--- src/rtl/mixer_pkg.sv ---
`default_nettype none
// ============================================================================
//  Package     : mixer_pkg
//  Description : Shared types and helpers for the mixer channel arbiter.
//  Revision    : 1.0  initial release
// ============================================================================
package mixer_pkg;

    // Arbiter FSM: idle, issue strobe, waiting for I beat, waiting for Q beat
    typedef enum logic [1:0] {
        IDLE   = 2'd0,
        ISSUE  = 2'd1,
        WAIT_I = 2'd2,
        WAIT_Q = 2'd3
    } arb_state_t;

    // Index width for n channels; never narrower than one bit
    function automatic int ch_bits(input int n);
        return (n > 1) ? $clog2(n) : 1;
    endfunction

endpackage
`default_nettype wire

--- src/rtl/mixer_channel_arbiter_rr_pick.sv ---
`default_nettype none
// ============================================================================
//  Module      : rr_pick
//  Description : Combinational round-robin picker. Grants the lowest request
//                strictly above ptr_i, falling back to the lowest request
//                overall when nothing above the pointer is pending.
//  Revision    : 1.0  initial release
// ============================================================================
module rr_pick
    import mixer_pkg::*;
#(
    parameter int N = 4
)(
    input  logic [N-1:0]            req_i,
    input  logic [ch_bits(N)-1:0]   ptr_i,
    output logic [ch_bits(N)-1:0]   gnt_idx_o,
    output logic                    gnt_any_o
);

    localparam int IW = ch_bits(N);

    logic [N-1:0] w_above;
    logic [N-1:0] w_use;

    // Requests positioned after the pointer get first chance
    always_comb begin
        w_above = '0;
        for (int i = 0; i < N; i++) begin
            w_above[i] = req_i[i] && (i > int'(ptr_i));
        end
    end

    // Lowest set bit of the masked vector, or of the full vector on wrap
    always_comb begin
        gnt_idx_o = '0;
        gnt_any_o = |req_i;
        w_use     = (|w_above) ? w_above : req_i;
        for (int i = N - 1; i >= 0; i--) begin
            if (w_use[i]) begin
                gnt_idx_o = IW'(i);
            end
        end
    end

endmodule
`default_nettype wire

--- src/rtl/mixer_channel_arbiter.sv ---
`default_nettype none
// ============================================================================
//  Module      : mixer_channel_arbiter
//  Description : Shares one mixer between NCH sample streams. Each channel
//                has a one-entry holding register; a round-robin grant issues
//                one sample, then the I and Q output beats are tracked before
//                the next issue. A watchdog aborts a sample the mixer never
//                completes.
//  Revision    : 1.0  initial release
// ============================================================================
module mixer_channel_arbiter
    import mixer_pkg::*;
#(
    parameter int NCH     = 4,
    parameter int DW      = 16,
    parameter int TIMEOUT = 64
)(
    input  logic                      clk,
    input  logic                      rst_n,
    input  logic [NCH*DW-1:0]         ch_data_i,
    input  logic [NCH-1:0]            ch_valid_i,
    output logic [NCH-1:0]            ch_ready_o,
    output logic [DW-1:0]             mix_data_o,
    output logic                      mix_valid_o,
    input  logic                      mix_ovalid_i,
    input  logic                      mix_olast_i,
    input  logic                      mix_oready_i,
    output logic [ch_bits(NCH)-1:0]   chan_o,
    output logic                      busy_o,
    output logic                      timeout_o
);

    localparam int                CH_BITS   = ch_bits(NCH);
    localparam int                CW        = $clog2(TIMEOUT + 1);
    localparam logic [CW-1:0]     CNT_LIMIT = CW'(TIMEOUT - 1);

    arb_state_t               state_q, state_d;
    logic [CW-1:0]            cnt_q, cnt_d;
    logic [CH_BITS-1:0]       ptr_q;
    logic [CH_BITS-1:0]       chan_q;
    logic [NCH-1:0]           hold_q;
    logic [NCH-1:0][DW-1:0]   hold_data_q;
    logic [DW-1:0]            mix_data_q;
    logic                     mix_valid_q;
    logic                     timeout_q;

    logic                     w_gnt_any;
    logic [CH_BITS-1:0]       w_gnt_idx;
    logic                     w_beat;
    logic                     w_issue;
    logic                     w_done;
    logic                     w_abort;

    rr_pick #(
        .N (NCH)
    ) u_rr_pick (
        .req_i     (hold_q),
        .ptr_i     (ptr_q),
        .gnt_idx_o (w_gnt_idx),
        .gnt_any_o (w_gnt_any)
    );

    assign w_beat = mix_ovalid_i && mix_oready_i;

    // Next state, issue decision and watchdog; completion beats the timeout
    always_comb begin
        state_d = state_q;
        cnt_d   = cnt_q;
        w_issue = 1'b0;
        w_done  = 1'b0;
        w_abort = 1'b0;
        case (state_q)
            IDLE: begin
                if (w_gnt_any) begin
                    state_d = ISSUE;
                    w_issue = 1'b1;
                    cnt_d   = '0;
                end
            end
            ISSUE: begin
                state_d = WAIT_I;
            end
            WAIT_I: begin
                if (w_beat && !mix_olast_i) begin
                    state_d = WAIT_Q;
                end
            end
            WAIT_Q: begin
                if (w_beat && mix_olast_i) begin
                    state_d = IDLE;
                    w_done  = 1'b1;
                end
            end
            default: begin
                state_d = IDLE;
            end
        endcase

        if (state_q != IDLE) begin
            if (cnt_q == CNT_LIMIT && !w_done) begin
                state_d = IDLE;
                w_abort = 1'b1;
            end else begin
                cnt_d = cnt_q + CW'(1);
            end
        end
    end

    // FSM state, watchdog counter, pointer and mixer-facing registers
    always_ff @(posedge clk or negedge rst_n) begin
        if (!rst_n) begin
            state_q     <= IDLE;
            cnt_q       <= '0;
            ptr_q       <= CH_BITS'(NCH - 1);
            chan_q      <= '0;
            mix_data_q  <= '0;
            mix_valid_q <= 1'b0;
            timeout_q   <= 1'b0;
        end else begin
            state_q     <= state_d;
            cnt_q       <= cnt_d;
            mix_valid_q <= w_issue;
            timeout_q   <= w_abort;
            if (w_issue) begin
                mix_data_q <= hold_data_q[w_gnt_idx];
                chan_q     <= w_gnt_idx;
                ptr_q      <= w_gnt_idx;
            end
        end
    end

    // Holding registers: drain on grant, otherwise fill when empty
    always_ff @(posedge clk or negedge rst_n) begin
        if (!rst_n) begin
            hold_q      <= '0;
            hold_data_q <= '0;
        end else begin
            for (int c = 0; c < NCH; c++) begin
                if (w_issue && (w_gnt_idx == CH_BITS'(c))) begin
                    hold_q[c] <= 1'b0;
                end else if (ch_valid_i[c] && !hold_q[c]) begin
                    hold_q[c]      <= 1'b1;
                    hold_data_q[c] <= ch_data_i[c*DW +: DW];
                end
            end
        end
    end

    assign ch_ready_o  = ~hold_q;
    assign mix_data_o  = mix_data_q;
    assign mix_valid_o = mix_valid_q;
    assign chan_o      = chan_q;
    assign busy_o      = (state_q != IDLE);
    assign timeout_o   = timeout_q;

endmodule
`default_nettype wire
--- config.mk ---
export PLATFORM = sky130hd
export DESIGN_NAME = mixer_channel_arbiter
export DESIGN_NICKNAME = d
export VERILOG_FILES = /design/src/rtl/mixer_pkg.sv /design/src/rtl/mixer_channel_arbiter_rr_pick.sv /design/src/rtl/mixer_channel_arbiter.sv
export SDC_FILE = /design/constraint.sdc
export NUM_CORES = 1
export LEC_CHECK = 0
export BUFFER_PORTS_ARGS = -buffer_cell sky130_fd_sc_hd__buf_2
export CAP_MARGIN = 20
export CELL_PAD_IN_SITES_DETAIL_PLACEMENT = 1
export CELL_PAD_IN_SITES_GLOBAL_PLACEMENT = 1
export CORE_AREA = 2 2 103 105
export DETAILED_ROUTE_END_ITERATION = 6
export DIE_AREA = 0 0 105 107
export GPL_ROUTABILITY_DRIVEN = 1
export MAX_ROUTING_LAYER = met4
export PLACE_DENSITY_LB_ADDON = 0.1
export SKIP_CTS_REPAIR_TIMING = 1
export SYNTH_ARGS = -nofsm -noshare
export SYNTH_HDL_FRONTEND = slang
export SYNTH_SLANG_ARGS = --single-unit
--- constraint.sdc ---
create_clock -name clk -period 2.96 [get_ports clk]
set_input_delay 0.444 -clock clk [delete_from_list [all_inputs] [get_ports clk]]
set_output_delay 0.444 -clock clk [all_outputs]
set_load 0.01 [all_outputs]
==> results of run 1 <==
==> worst max-delay path: cells and delay by family, from the launching register on <==
family | cells | cell delay [ns]
compound gates | 1 | 0.13
simple gates | 4 | 1.35
buf+inv | 1 | 0.23
flops | 1 | 0.50
==> path summary, 6_finish.rpt <==
kind	startpoint	to	depth (start not counted)
max in group asynchronous	rst_n	hold_data_q[29]$_DFFE_PN0P_	2
min	rst_n	hold_data_q[41]$_DFFE_PN0P_	2
max	hold_q[0]$_DFFE_PN0P_	mix_data_o[9]$_DFFE_PN0P_	6
min in group clk	ch_data_i[14]	hold_data_q[14]$_DFFE_PN0P_	2
min reg2reg	chan_o[1]$_DFFE_PN0P_	chan_o[1]$_DFFE_PN0P_	2
max reg2reg	hold_q[0]$_DFFE_PN0P_	mix_data_o[9]$_DFFE_PN0P_	6
==> power breakdown <==
group          switching [mW]  leakage [nW]  internal, mW
Clock                   0.431        0.0790         0.332
Combinational           0.981          1.19         0.946
Sequential              0.421          1.16          2.01
Total                    1.83          2.43          3.29
==> kinds of logic (layout without fill, tap and decap cells) <==
kind of cell	Yosys count	in the layout	share of synthesized area [%]
flops	99	99	55.52
compound gates	52	52	9.664
simple gates	109	109	13.67
fa+ha+maj	1	1	0.2801
buf+inv	30	129	3.613
mux	69	69	17.25
==> sequential cells by signal, indices dropped and copies added, names as in the netlist <==
name and count:
hold_data_q 64, state_q 2, hold_q 4, timeout_o 1, ptr_q 2, cnt_q 7, mix_valid_o 1, mix_data_o 16
chan_o 2
==> stage by stage <==
stage	instance area, um2	power [mW]	cells	hold WS, ns	setup slack, ns
after CTS	5238	5.195	595	0.1436	0.5997
after global placement	5077	4.323	579	0.4609	0.6269
final	5238	5.126	595	0.1162	0.6596
after floorplan	4467	3.791	360	0.1484	1.285
after detailed placement	5077	4.421	579	0.4664	0.6198
after global routing	5238	5.525	595	0.1567	0.4408
==> routing by layer <==
layer | global-route usage, % | vias up
met5 | - | -
met4 | 8.381 | 0
met3 | 3.587 | 13
met2 | 33.40 | 69
met1 | 28.00 | 1583
li1 | - | 1484
==> final cells by class <==
type / count / area (um2) / share of cell area (%)
clock buffers: 16 / 160.2 / 3.058
inverters: 7 / 28.78 / 0.5495
multi-input cells: 231 / 1831 / 34.95
flip-flops and latches: 99 / 2480 / 47.35
well taps: 136 / 170.2 / 3.249
repair buffers: 106 / 568.0 / 10.85
==> layout by cell type (no fill, tap or decap), types with 4 or more instances in the layout <==
cell type,n
a21oi_1,5
o22a_1,4
nor2_1,20
buf_4,9
mux2_2,64
dfrtp_1,97
and3_1,34
inv_1,6
nor3_1,12
buf_2,96
nor3_2,5
mux2i_1,5
clkbuf_8,10
o21ai_0,4
nand2_1,16
clkbuf_1,6
a211oi_2,6
a211oi_1,26
==> impl_results.md, run 1 <==
* Status: finished clean
* Min Tclk post-route at 2.300 ns
* Largest net degree at the start of global routing at 100
* Clk_lat worst skew at 0.37 ns
* Layout cells sized above 1 at 44.66%
* Core outline area at 0.01009 mm2
* Met2 WL at 5226 um
* Synth warn at 0
* Most numerous cell in the Yosys netlist: dfrtp_1
* HP Class: in -> async
* Seq cells post-synth at 99
* Max-slew violations at 0
* CP Cell Sequence: nor4_1, nand2b_1, inv_4, nand2_4, a211oi_1, nor3_1
* Pre-antenna DRT Iters at 4
* Die Y-Extent at 107 um
* Yosys top cell area share at 54.34%
* R2R Setup Slk at 0.66 ns
* Final Core Density at 51.90%
* Clock root buffer master: clkbuf_8
* Synth top cells by count: dfrtp_1, mux2_2, and3_1
* Top Layer Used: met4
* Avg WL per Cell at 18.17 um
* Number of synthesized flops with an enable pin at 0
* Met1 Wirelength at 5004 um
* Mean post-synth cell area at 12.41 um2
* Fin Setup TNS at 0 ns
* Largest area contributor in the netlist: dfrtp_1
* Vias/cell at 5.292
* Worst vdd ir at 0.4510 mV
* Vias in the first global route at 3,390
* Ports at 98
* Cell variety after synth at 41
* Crit share post-route at 77.72%
* Row Count at 37
* Critical Path End Type: flip-flop
* Setup crit start kind: flip-flop
* Post-DP HPWL at 7691 um
* Post-synth ARST share at 100.0%
* Antenna viol nets, final at 0
* Overflow after GRT at 0
* Crit path DAT at 2.58 ns
* Critical path's slowest cell: dfrtp_1
* RD Place Congestion at 0.7759
* Final Skew at 0.007152 ns
* Initial DRC Count at 139
* DRC viols at 0
* Ant. Diodes at 0
* Ys flop type: dfrtp_1
* Starting Density at 44.26%
* Max-slew headroom at 62.80%
* Slowest cell delay on critical path at 0.50 ns
* Chip width at 105 um
* Worst Setup Path Type: reg -> reg
* Vias at 3,149
* Port buffer count at 97
* Max_cap viols at 0
* CTS tree: done
* Fmax at 434.7 MHz
* Worst Max-Slew Pin Slew at 0.5554 ns
* Area contributors post-synth: dfrtp_1, mux2_2, and3_1
* Nets at 528
* WL final at 10,810 um
* Num CTS Buffers at 9
* Deepest clock path buffer count at 2
* Final number of setup-violating endpoints at 0
* Final Hold Fails at 0
* Clock sinks at 99
* Number of fill cells at 1,135
* WL met3 at 385 um
* Die ar. at 0.01124 mm2
* Syn Std Cell Area at 0.004467 mm2
* Leakage at 2.427 nW
* Gr usage total at 21.34%
* Htree depth at 3
* Sequential fraction of the synthesis area at 55.52%
* Power per Cell Area at 978.6 mW/mm2
* Maximum net fanout on the critical path at 22
* Antenna violations before repair at 0
* Post-Syn Nets at 434
* CTS clk-pin slew, worst paths at 0.08 ns
* Worst path required time at 3.24 ns
* Synth Instances at 360
* RSZ-0062 raised after global routing: no
* Synth-to-layout area growth at 17.25%
* First-pass GRT wire length at 17,680 um
Note: power is estimated with default switching activity, not from simulation.
==> run 2: changes to the inputs <==
--- a/config.mk
+++ b/config.mk
@@ -5,13 +5,14 @@
 export SDC_FILE = /design/constraint.sdc
 export NUM_CORES = 1
 export LEC_CHECK = 0
+export ABC_AREA = 1
 export BUFFER_PORTS_ARGS = -buffer_cell sky130_fd_sc_hd__buf_2
 export CAP_MARGIN = 20
 export CELL_PAD_IN_SITES_DETAIL_PLACEMENT = 1
 export CELL_PAD_IN_SITES_GLOBAL_PLACEMENT = 1
-export CORE_AREA = 2 2 103 105
+export CORE_AREA = 2 2 114 116
 export DETAILED_ROUTE_END_ITERATION = 6
-export DIE_AREA = 0 0 105 107
+export DIE_AREA = 0 0 116 118
 export GPL_ROUTABILITY_DRIVEN = 1
 export MAX_ROUTING_LAYER = met4
 export PLACE_DENSITY_LB_ADDON = 0.1
==> constraint.sdc (replaced) <==
create_clock -name clk -period 2.1 [get_ports clk]
set_input_delay 0.315 -clock clk [delete_from_list [all_inputs] [get_ports clk]]
set_output_delay 0.315 -clock clk [all_outputs]
set_load 0.01 [all_outputs]
==> impl_results.md, run 2 <==
* Synth top cells by count: nand2_1, dfrtp_1, mux2_2 (was dfrtp_1, mux2_2, and3_1)
* Internal Power at 5.443 mW (was 3.293 mW)
* Layout cells sized above 1 at 36.10% (was 44.66%)
* Slowest cell delay on critical path at 0.48 ns (was 0.50 ns)
* Nets at 648 (was 528)
* Avg WL per Cell at 17.00 um (was 18.17 um)
* Most common cell after layout, fill and taps aside: nand2_1 (was dfrtp_1)
* Num CTS Buffers at 9 (unchanged)
* Post-synth ARST share at 100.0% (unchanged)
* Crit share post-route at 92.42% (was 77.72%)
* Top reg by flops: hold_data_q (unchanged)
* Syn Std Cell Area at 0.004598 mm2 (was 0.004467 mm2)
* Mux contribution to synthesized area at 15.89% (was 17.25%)
* Critical path's slowest cell: dfrtp_1 (unchanged)
* Placed insts at 732 (was 579)
* Max-slew violations at 0 (unchanged)
* Htree depth at 3 (unchanged)
* Vias/cell at 4.800 (was 5.292)
* Ys flop type: dfrtp_1 (unchanged)
* Antenna violations before repair at 0 (unchanged)
* Sw frac at 40.54% (was 35.75%)
* Mean post-synth cell area at 9.867 um2 (was 12.41 um2)
* Setup crit start kind: flip-flop (unchanged)
* Post-DP HPWL at 9135 um (was 7691 um)
* Vias at 3,605 (was 3,149)
* Deepest clock path buffer count at 2 (unchanged)
* Ports at 98 (unchanged)
* Final Hold Fails at 0 (unchanged)
* Starting Density at 37.04% (was 44.26%)
* Cell variety after synth at 32 (was 41)
* Die ar. at 0.01369 mm2 (was 0.01124 mm2)
* NetSw at 3.711 mW (was 1.832 mW)
* Port buffer count at 97 (unchanged)
* Gate power share at 44.9% (was 37.6%)
* Worst vdd ir at 0.6846 mV (was 0.4510 mV)
* Largest area contributor in the netlist: dfrtp_1 (unchanged)
* Core outline area at 0.01241 mm2 (was 0.01009 mm2)
* Row Count at 41 (was 37)
* Largest net degree at the start of global routing at 49 (was 100)
* DRC viols at 0 (unchanged)
* Crit path DAT at 2.16 ns (was 2.58 ns)
* Seq cells post-synth at 99 (unchanged)
* Synth Area in XOR/XNOR at 0.3810% (was 0%)
* Gr usage total at 20.03% (was 21.34%)
* Die Y-Extent at 118 um (was 107 um)
* Status: finished clean (unchanged)
* First-pass GRT wire length at 20,350 um (was 17,680 um)
* WL final at 12,770 um (was 10,810 um)
* Compound-Gate Fraction of Synth Area at 1.932% (was 9.664%)
* Synth-to-layout area growth at 22.91% (was 17.25%)
* Clock network power share at 18.3% (was 14.9%)
* Worst Max-Slew Pin Slew at 0.4738 ns (was 0.5554 ns)
* Critical Path End Type: flip-flop (unchanged)
* Simple-gate share of the synthesized area at 23.35% (was 13.67%)
* Synth warn at 0 (unchanged)
* Initial DRC Count at 109 (was 139)
* Overflow after GRT at 0 (unchanged)
* Ant. Diodes at 0 (unchanged)
* Max FFs per register at 64 (unchanged)
* Most numerous cell in the Yosys netlist: nand2_1 (was dfrtp_1)
* CTS clk-pin slew, worst paths at 0.07 ns (was 0.08 ns)
* CTS tree: done (unchanged)
* Post-Syn Nets at 540 (was 434)
* Worst Setup Path Type: reg -> reg (unchanged)
* Final Skew at 0.007857 ns (was 0.007152 ns)
* HP Class: in -> reg (was in -> async)
* Min Tclk post-route at 1.941 ns (was 2.300 ns)
* Clock sinks at 99 (unchanged)
* Synth Instances at 466 (was 360)
* Power per Cell Area at 1620 mW/mm2 (was 978.6 mW/mm2)
* Area contributors post-synth: dfrtp_1, mux2_2, nand2_1 (was dfrtp_1, mux2_2, and3_1)
* Sequential fraction of the synthesis area at 53.93% (was 55.52%)
* Vias in the first global route at 3,790 (was 3,390)
* Adder-cell area share of the yosys netlist at 0.2721% (was 0.2801%)
* Clk_lat worst skew at 0.35 ns (was 0.37 ns)
* Pre-antenna DRT Iters at 4 (unchanged)
* Yosys top cell area share at 52.79% (was 54.34%)
* Sequential share of power at 36.9% (was 47.5%)
* Maximum net fanout on the critical path at 15 (was 22)
* Antenna viol nets, final at 0 (unchanged)
* Layout Cells excl Fill at 751 (was 595)
* Fin Setup TNS at 0 ns (unchanged)
* Leakage at 2.958 nW (was 2.427 nW)
* Number of synthesized flops with an enable pin at 0 (unchanged)
* Max-slew headroom at 68.41% (was 62.80%)
* RSZ-0062 raised after global routing: no (unchanged)
* Clock root buffer master: clkbuf_16 (was clkbuf_8)
* RD Place Congestion at 0.7912 (was 0.7759)
* Final number of setup-violating endpoints at 0 (unchanged)
* Fmax at 515.3 MHz (was 434.7 MHz)
* Max_cap viols at 0 (unchanged)
* Combinational family with the most area after synthesis: simple AND/OR/NAND/NOR gates (was multiplexers)
* Most frequent cells in the layout: nand2_1, dfrtp_1, buf_2, mux2_2, nand3_1 (was dfrtp_1, buf_2, mux2_2, and3_1, a211oi_1)
* Chip width at 116 um (was 105 um)
* CP Cell Sequence: nand3_2, nand4_4, nand2_2, nor2_8, nand2_1, nor2_1, o21ai_0 (was nor4_1, nand2b_1, inv_4, nand2_4, a211oi_1, nor3_1)
* Worst path required time at 2.32 ns (was 3.24 ns)
-- run 2: cell count changes after synthesis, moves of 5 or more --
| cell | change |
|---|---|
| nand2_1 | +165 |
| nor2b_1 | -5 |
| a211oi_2 | -6 |
| clkbuf_1 | -5 |
| inv_1 | +8 |
| and3_1 | -33 |
| a211oi_1 | -26 |
| nor2_1 | -11 |
| nor3_1 | -11 |
| nand3_1 | +38 |
-- run 2: layer usage --
metal	vias up	share of wire, %	GRT usage (%)	wire, um
met1	1773	48	27.39	6169
met2	74	46	30.52	5885
met5	-	0	-	0
met3	15	4.1	3.605	527
li1	1743	-	-	-
met4	0	1.5	5.952	187
-- run 2: cell families (layout without fill, tap and decap cells) --
kind of cell / after synthesis / after routing
compound gates: 16 / 16
mux: 65 / 65
buf+inv: 37 / 150
fa+ha+maj: 1 / 1
flops: 99 / 99
xor+xnor: 2 / 2
simple gates: 246 / 246
-- run 2: area by class of cell --
cell class	count	area (um2)
multi-input cells	330	1954
flip-flops and latches	99	2480
repair buffers	116	645.6
fillers	1494	6763
inverters	18	67.56
well taps	172	215.2
clock buffers	14	254.0
clock inverters	2	35.03
-- run 2: worst max-delay path: cells and delay by family, from the launching register on --
| family | cells | cell delay (ns) |
|---|---|---|
| compound gates | 1 | 0.10 |
| flops | 1 | 0.48 |
| simple gates | 6 | 1.23 |
-- run 2: worst paths after layout --
path / startpoint / to / slack (ns) / cells after the start
max in group asynchronous: rst_n / hold_data_q[10]$_DFFE_PN0P_ / 1.00 / 3
setup reg to reg: hold_q[1]$_DFFE_PN0P_ / hold_q[3]$_DFFE_PN0P_ / 0.16 / 7
setup / recovery: hold_q[1]$_DFFE_PN0P_ / hold_q[3]$_DFFE_PN0P_ / 0.16 / 7
min in group asynchronous: rst_n / cnt_q[6]$_DFF_PN0_ / 0.47 / 2
hold / removal: ch_valid_i[0] / hold_q[0]$_DFFE_PN0P_ / 0.19 / 3
hold reg to reg: mix_data_o[0]$_DFFE_PN0P_ / mix_data_o[0]$_DFFE_PN0P_ / 0.47 / 2
-- run 2: metrics by stage --
stage | hold WS, ns | util [%] | cell area (um2) | power, mW | worst slack (ns)
floorplan | 0.01941 | - | 4598 | 6.290 | 0.5758
global placement | 0.3081 | 42.74 | 5306 | 7.338 | 0.1275
detailed placement | 0.3160 | 42.74 | 5306 | 7.465 | 0.06410
CTS | -0.06252 | 45.07 | 5595 | 9.173 | 0.05796
global route | 0.1879 | 45.53 | 5652 | 9.902 | 0.02159
finish | 0.1920 | 45.53 | 5652 | 9.154 | 0.1593
-- run 2: power by group through the flow --
| stage | clock, mW | sequential [mW] | combinational, mW |
|---|---|---|---|
| 5_1_grt | 1.78 | 3.49 | 4.63 |
| 3_3_place_gp | 0 | 3.38 | 3.96 |
| 4_1_cts | 1.71 | 3.38 | 4.09 |
| 6_report | 1.67 | 3.37 | 4.11 |
| 2_1_floorplan | 0 | 3.26 | 3.03 |
| 3_5_place_dp | 0 | 3.41 | 4.06 |
